<file path="src/rtl/multichannel_parallel_fir.sv">
// multichannel_parallel_fir
//   Time-interleaved multi-channel FIR. One shared coefficient bank, one
//   WINLEN-deep delay line per channel, and a fully parallel multiply/add
//   tree, so one sample per cycle from any channel is accepted.
//   Signed two's complement arithmetic. The output is a programmable bit
//   window of the ACCW-bit accumulator.
//
//   Build option: define MCFIR_SATURATE_EN to saturate the output window.
//   Without it, the window is a plain bit-slice truncation.
//
// Ports
//   clk             rising-edge clock
//   rst_n           asynchronous active-low reset
//   cfg_valid/busy  coefficient write handshake
//   cfg_addr/data   tap index / signed coefficient
//   fir_din_*       sample stream in (valid/busy, channel tag, sample)
//   fir_dout_*      result stream out (valid/busy, channel tag, result)
//
// Pipeline (a sample accepted at edge N is valid at the output after edge N+3)
//   edge N   : delay line of the channel is updated, tag captured (stage 0)
//   edge N+1 : per-tap products of the updated line (stage 1)
//   edge N+2 : adder tree sum (stage 2)
//   edge N+3 : windowed / saturated output register (stage 3)
//   The whole pipeline freezes while the output is valid and busy.
module multichannel_parallel_fir #(
    parameter int DWIDTH   = 8,
    parameter int CWIDTH   = 8,
    parameter int AWIDTH   = 4,
    parameter int WINLEN   = 12,
    parameter int CHANNELS = 4,
    parameter int CHWIDTH  = 2,
    parameter int OWIDTH   = 20,
    parameter int OSTART   = 0
) (
    input  logic                clk,
    input  logic                rst_n,
    input  logic                cfg_valid,
    output logic                cfg_busy,
    input  logic [AWIDTH-1:0]   cfg_addr,
    input  logic [CWIDTH-1:0]   cfg_data,
    input  logic                fir_din_valid,
    output logic                fir_din_busy,
    input  logic [CHWIDTH-1:0]  fir_din_chan,
    input  logic [DWIDTH-1:0]   fir_din_data,
    output logic                fir_dout_valid,
    input  logic                fir_dout_busy,
    output logic [CHWIDTH-1:0]  fir_dout_chan,
    output logic [OWIDTH-1:0]   fir_dout_data
);

    localparam int ACCW = DWIDTH + CWIDTH + $clog2(WINLEN);

    logic signed [CWIDTH-1:0] r_coef [WINLEN];
    logic signed [DWIDTH-1:0] r_x    [CHANNELS][WINLEN];

    logic                     r_v0, r_v1, r_v2, r_v3;
    logic [CHWIDTH-1:0]       r_ch0, r_ch1, r_ch2, r_ch3;
    logic signed [ACCW-1:0]   r_prod [WINLEN];
    logic signed [ACCW-1:0]   r_sum;
    logic [OWIDTH-1:0]        r_dout;

    logic                     w_stall;
    logic                     w_din_acc;
    logic                     w_cfg_acc;
    logic                     w_chan_ok;
    logic signed [DWIDTH-1:0] w_xsel [WINLEN];
    logic signed [ACCW-1:0]   w_prod [WINLEN];
    logic signed [ACCW-1:0]   w_sum;
    logic [OWIDTH-1:0]        w_out;

    assign w_stall        = r_v3 & fir_dout_busy;
    assign cfg_busy       = r_v0 | r_v1 | r_v2 | r_v3;
    // Config wins over a sample in the same cycle.
    assign fir_din_busy   = w_stall | cfg_valid;
    assign w_din_acc      = fir_din_valid & ~fir_din_busy;
    assign w_cfg_acc      = cfg_valid & ~cfg_busy;

    assign fir_dout_valid = r_v3;
    assign fir_dout_chan  = r_ch3;
    assign fir_dout_data  = r_dout;

    // Out-of-range channels are accepted but never tracked.
    always_comb begin
        w_chan_ok = 1'b0;
        for (int unsigned c = 0; c < CHANNELS; c++)
            if (fir_din_chan == CHWIDTH'(c)) w_chan_ok = 1'b1;
    end

    // Coefficient bank; addresses >= WINLEN match no entry and are dropped.
    always_ff @(posedge clk or negedge rst_n) begin
        if (!rst_n) begin
            for (int unsigned k = 0; k < WINLEN; k++) r_coef[k] <= '0;
        end else if (w_cfg_acc) begin
            for (int unsigned k = 0; k < WINLEN; k++)
                if (cfg_addr == AWIDTH'(k)) r_coef[k] <= cfg_data;
        end
    end

    // Per-channel delay lines (stage 0). w_din_acc already excludes stalls.
    always_ff @(posedge clk or negedge rst_n) begin
        if (!rst_n) begin
            for (int unsigned c = 0; c < CHANNELS; c++)
                for (int unsigned k = 0; k < WINLEN; k++) r_x[c][k] <= '0;
        end else if (w_din_acc) begin
            for (int unsigned c = 0; c < CHANNELS; c++) begin
                if (fir_din_chan == CHWIDTH'(c)) begin
                    r_x[c][0] <= fir_din_data;
                    for (int unsigned k = 1; k < WINLEN; k++) r_x[c][k] <= r_x[c][k-1];
                end
            end
        end
    end

    // Products read the line of the stage-0 channel one edge after its
    // update; the line cannot move again meanwhile except by a newer sample,
    // whose update lands on the same edge these products are captured.
    always_comb begin
        for (int unsigned k = 0; k < WINLEN; k++) begin
            w_xsel[k] = '0;
            for (int unsigned c = 0; c < CHANNELS; c++)
                if (r_ch0 == CHWIDTH'(c)) w_xsel[k] = r_x[c][k];
            w_prod[k] = ACCW'(r_coef[k]) * ACCW'(w_xsel[k]);
        end
    end

    always_comb begin
        w_sum = '0;
        for (int unsigned k = 0; k < WINLEN; k++) w_sum = w_sum + r_prod[k];
    end

`ifdef MCFIR_SATURATE_EN
    logic [ACCW-OSTART-OWIDTH:0] w_hi;
    assign w_hi = r_sum[ACCW-1:OSTART+OWIDTH-1];

    // Overflow when the bits above the window are not a sign extension.
    always_comb begin
        w_out = r_sum[OSTART+OWIDTH-1:OSTART];
        if (!((&w_hi) || (~|w_hi))) begin
            if (r_sum[ACCW-1]) begin
                w_out             = '0;
                w_out[OWIDTH-1]   = 1'b1;
            end else begin
                w_out             = '1;
                w_out[OWIDTH-1]   = 1'b0;
            end
        end
    end
`else
    assign w_out = r_sum[OSTART+OWIDTH-1:OSTART];
`endif

    always_ff @(posedge clk or negedge rst_n) begin
        if (!rst_n) begin
            r_v0   <= 1'b0;
            r_v1   <= 1'b0;
            r_v2   <= 1'b0;
            r_v3   <= 1'b0;
            r_ch0  <= '0;
            r_ch1  <= '0;
            r_ch2  <= '0;
            r_ch3  <= '0;
            r_sum  <= '0;
            r_dout <= '0;
            for (int unsigned k = 0; k < WINLEN; k++) r_prod[k] <= '0;
        end else if (!w_stall) begin
            r_v0  <= w_din_acc & w_chan_ok;
            r_ch0 <= fir_din_chan;
            r_v1  <= r_v0;
            r_ch1 <= r_ch0;
            for (int unsigned k = 0; k < WINLEN; k++) r_prod[k] <= w_prod[k];
            r_v2  <= r_v1;
            r_ch2 <= r_ch1;
            r_sum <= w_sum;
            r_v3  <= r_v2;
            if (r_v2) begin
                r_ch3  <= r_ch2;
                r_dout <= w_out;
            end
        end
    end

endmodule

</file>
<file path="config.mk">
export PLATFORM = sky130hd
export DESIGN_NAME = multichannel_parallel_fir
export DESIGN_NICKNAME = d
export VERILOG_FILES = /design/src/rtl/multichannel_parallel_fir.sv
export SDC_FILE = /design/constraint.sdc
export NUM_CORES = 2
export LEC_CHECK = 0
export ABC_AREA = 1
export BUFFER_PORTS_ARGS = -buffer_cell sky130_fd_sc_hd__buf_2
export CAP_MARGIN = 5
export CORE_ASPECT_RATIO = 1.1
export CORE_MARGIN = 4
export CORE_UTILIZATION = 35
export CTS_BUF_LIST = sky130_fd_sc_hd__clkbuf_8
export DETAILED_ROUTE_END_ITERATION = 10
export MAX_ROUTING_LAYER = met4
export PLACE_DENSITY = 0.54
export SLEW_MARGIN = 0
export SYNTH_ARGS = -nofsm -noshare
export SYNTH_HDL_FRONTEND = slang
export SYNTH_SLANG_ARGS = --single-unit
</file>
<file path="constraint.sdc">
create_clock -name clk -period 6.95 [get_ports clk]
set_clock_uncertainty 0.15 [all_clocks]
set_input_delay 0 -clock clk [delete_from_list [all_inputs] [get_ports clk]]
set_output_delay 0 -clock clk [all_outputs]
set_load 0.005 [all_outputs]
</file>
==> flow_summary.json <==
{
  "outcome": "finished clean",
  "synthMostInstantiatedCell": "sky130_fd_sc_hd__inv_1",
  "design.final.nets": 9145,
  "worst-setup-path-type": "reg -> reg",
  "synth-xor-area-share": 0.0129,
  "cts-root-to-sink-buffers": 3,
  "area_inside_the_core_boundary_sq_um": 184000,
  "cts_tree": "done",
  "setup_tns_ns": 0,
  "setup_viol": 0,
  "numCtsBuffers": 142,
  "post_layout_minimum_cycle_time_ns": 6.02,
  "synth_fp_nets": 9005,
  "port-buffer-count": 51,
  "dp_hpwl_microns": 152000,
  "grt_usage": 0.215,
  "post-cts-setup-buffers": 0,
  "r2r-start": "r_ch0[1]",
  "synth_ff_type": "sky130_fd_sc_hd__dfrtp_1",
  "min_period_over_period": 0.866,
  "startpoint_type": "flop",
  "rows": 165,
  "hold_end": "r_coef[6]",
  "cts_htree_levels": 4,
  "fp.dieW_microns": 418,
  "worst_pin_slew_ns": 1.22,
  "syn_to_final_growth_pct": 10.3,
  "syn_inst": 7783,
  "routed_wl_microns": 195000,
  "holdWs_ns": 0.164,
  "async_reset_ff_frac": 1.00,
  "highest_layer": "met4",
  "die_area_sq_um": 192000,
  "hold_path_startpoint": "cfg_addr[3]",
  "cts_sinks": 724,
  "synth.top_cells.by_area": "sky130_fd_sc_hd__dfrtp_1 28%, sky130_fd_sc_hd__fa_1 26%, sky130_fd_sc_hd__inv_1 10%",
  "synth_area_leader_cell": "sky130_fd_sc_hd__dfrtp_1",
  "dr_wl_met3_microns": 10100,
  "fill_cells": 19000,
  "first_pass_grt_wire_length_microns": 309000,
  "pin_count": 52,
  "slew_headroom": 0.183,
  "root_buffer": "sky130_fd_sc_hd__clkbuf_8",
  "dr.first_iter.drc_count": 3647,
  "count_of_distinct_cell_types_in_the_synthesized_netlist": 43,
  "required_ns": 7.55,
  "grt-ovfl-total": 0,
  "detailroute.wirelength.met2_microns": 90800,
  "final_standard_cell_area_without_fillers_sq_um": 71400,
  "synth-compound-area-share": 0.0950,
  "grt_setup_unrepaired": "false",
  "via_count_normalized_by_instance_count": 4.77,
  "critPathCaptureType": "flop",
  "dr.pass1.iters": 6,
  "yosys_warns": 0,
  "synth_seq_area_share": 0.280,
  "critical_path_arrival_ns": 6.62,
  "die_height_microns": 459,
  "final_max_slew_viol_count": 0,
  "wl_per_cell_microns": 18.7,
  "vias": 49900,
  "synth.cells.most_frequent": "1805 x sky130_fd_sc_hd__inv_1, 1414 x sky130_fd_sc_hd__nand2_1, 861 x sky130_fd_sc_hd__nor2_1, 825 x sky130_fd_sc_hd__fa_1, 724 x sky130_fd_sc_hd__dfrtp_1",
  "grt_antenna_before_repair": 12,
  "min_path_type": "in -> reg",
  "timing.fmax_mhz": 166,
  "placed_area_sq_um": 67800,
  "antenna_violating_nets_post_route": 0,
  "syn_avg_cell_area_sq_um": 8.32,
  "synthSimpleGateAreaFrac": 0.157,
  "reg2reg_slack_ns": 0.93,
  "clock_pin_slew_on_the_worst_setup_and_hold_paths_ns": 0.06,
  "synth-edff-count": 0,
  "cp_max_fo": 32,
  "worstRegToRegCells": 24,
  "combinational_family_with_the_most_area_after_synthesis": "adder cells",
  "yosys.area_share.adder": 0.327,
  "synth_mux_area_frac": 0.00713,
  "r2r_end": "r_prod[58]",
  "min_delay_path_depth": 5,
  "drc_errors": 0,
  "synthDominantCellAreaShare": 0.280,
  "gp_weighted_congestion": 0.913,
  "final_layout_size_suffix_gt1_frac": 0.0577,
  "clkLatencyLatePin_ns": 0.92,
  "drv.max_cap_violation_count": 0,
  "utilization": 0.388,
  "largest_net_degree_at_the_start_of_global_routing": 190,
  "vias_in_the_first_global_route": 52300,
  "yosys_register_bits": 724,
  "met1Wirelength_microns": 87600,
  "effective_utilization_at_floorplan": 0.352,
  "hold_violations": 0,
  "syn_area_sq_um": 64700
}
metrics by stage:
stage | setup slack [ns] | std cells
detailed placement | 0.939 | 10100
finish | 0.931 | 10500
global placement | 0.941 | 10100
floorplan | 1.99 | 7783
CTS | 0.917 | 10400
global route | 0.548 | 10400
sequential cells by signal, summed over array words and instances (netlist names):
| signal | count |
|---|---|
| r_ch0 | 2 |
| r_v0 | 1 |
| fir_dout_data | 20 |
| r_coef | 96 |
| r_v1 | 1 |
| r_ch1 | 2 |
| r_prod | 192 |
| fir_dout_chan | 2 |
| fir_dout_valid | 1 |
| r_v2 | 1 |
| r_sum | 20 |
| r_ch2 | 2 |
| r_x | 384 |
cells by family (layout without fill, tap and decap cells):
logic type | after synthesis | after routing
simple gates | 2568 | 2568
other cells | 0 | 7
flops | 724 | 724
buf+inv | 2035 | 2276
xor+xnor | 95 | 95
mux | 41 | 41
compound gates | 1125 | 1125
fa+ha+maj | 1195 | 1195
worst max path at each step:
stage | startpoint | endpoint | slack (ns) | cells after the start
after floorplan | r_ch0[1] | r_prod[158] | 1.99 | 25
after detailed placement | r_ch0[1] | r_prod[58] | 0.94 | 24
after CTS | r_ch0[1] | r_prod[58] | 0.92 | 24
final | r_ch0[1] | r_prod[58] | 0.93 | 24
after global routing | r_ch0[1] | r_prod[58] | 0.55 | 25
after global placement | r_ch0[1] | r_prod[158] | 0.94 | 25
layout by cell type, fill, tap and decap left out, types with 56 or more instances in the layout:
cell,netlist,final
sky130_fd_sc_hd__inv_1,1805,1851
sky130_fd_sc_hd__nand2_1,1414,1414
sky130_fd_sc_hd__nor2_1,861,861
sky130_fd_sc_hd__fa_1,825,825
sky130_fd_sc_hd__dfrtp_1,724,722
sky130_fd_sc_hd__o21ai_0,615,615
sky130_fd_sc_hd__ha_1,370,370
sky130_fd_sc_hd__a21oi_1,289,289
sky130_fd_sc_hd__nand3_1,211,211
sky130_fd_sc_hd__clkbuf_8,0,169
sky130_fd_sc_hd__dlygate4sd3_1,0,67
sky130_fd_sc_hd__xnor2_1,62,62
sky130_fd_sc_hd__buf_4,21,61
sky130_fd_sc_hd__o21ai_1,56,56
cell type report:
class	count	area [sq um]	area share
multi-input cells	5024	38800	0.544
flip-flops and latches	724	18100	0.254
inverters	1839	6910	0.0968
well taps	2421	3030	0.0424
clock buffers	169	2330	0.0326
repair buffers	192	1660	0.0233
clock inverters	76	510	0.00715
diodes	7	17.5	0.000245
per-layer routing:
layer | global-route usage | vias up
met5 | - | -
met4 | 0.0666 | 0
met3 | 0.0293 | 280
met2 | 0.344 | 1156
met1 | 0.285 | 24600
li1 | - | 23900
worst max-delay path: stages, from the launching register on:
cell and delay, ns:
sky130_fd_sc_hd__dfrtp_2 0.54, sky130_fd_sc_hd__buf_4 0.26, sky130_fd_sc_hd__nor2_4 0.14, sky130_fd_sc_hd__buf_12 0.22, sky130_fd_sc_hd__buf_4 0.25, sky130_fd_sc_hd__nand2_1 0.07
sky130_fd_sc_hd__o211ai_1 0.10, sky130_fd_sc_hd__o21ai_1 0.33, sky130_fd_sc_hd__nor2_1 0.29, sky130_fd_sc_hd__inv_1 0.12, sky130_fd_sc_hd__fa_1 0.73, sky130_fd_sc_hd__inv_1 0.10
sky130_fd_sc_hd__fa_1 0.51, sky130_fd_sc_hd__inv_1 0.06, sky130_fd_sc_hd__fa_1 0.51, sky130_fd_sc_hd__inv_1 0.05, sky130_fd_sc_hd__fa_1 0.45, sky130_fd_sc_hd__ha_1 0.34
sky130_fd_sc_hd__nand2_1 0.08, sky130_fd_sc_hd__nor2_1 0.12, sky130_fd_sc_hd__nand3_1 0.09, sky130_fd_sc_hd__nand3_1 0.12, sky130_fd_sc_hd__nand3_1 0.08, sky130_fd_sc_hd__nand3_1 0.09
sky130_fd_sc_hd__nand2_1 0.06
what timing repair did:
item	in CTS	in global routing
endpoints found under the hold margin	1345	0
setup endpoints to repair	0	0
gates resized for setup	0	0
hold buffers	68	0
Power is not shown: default switching activity piles up to over one toggle a cycle in this logic, so the estimate is an artifact.
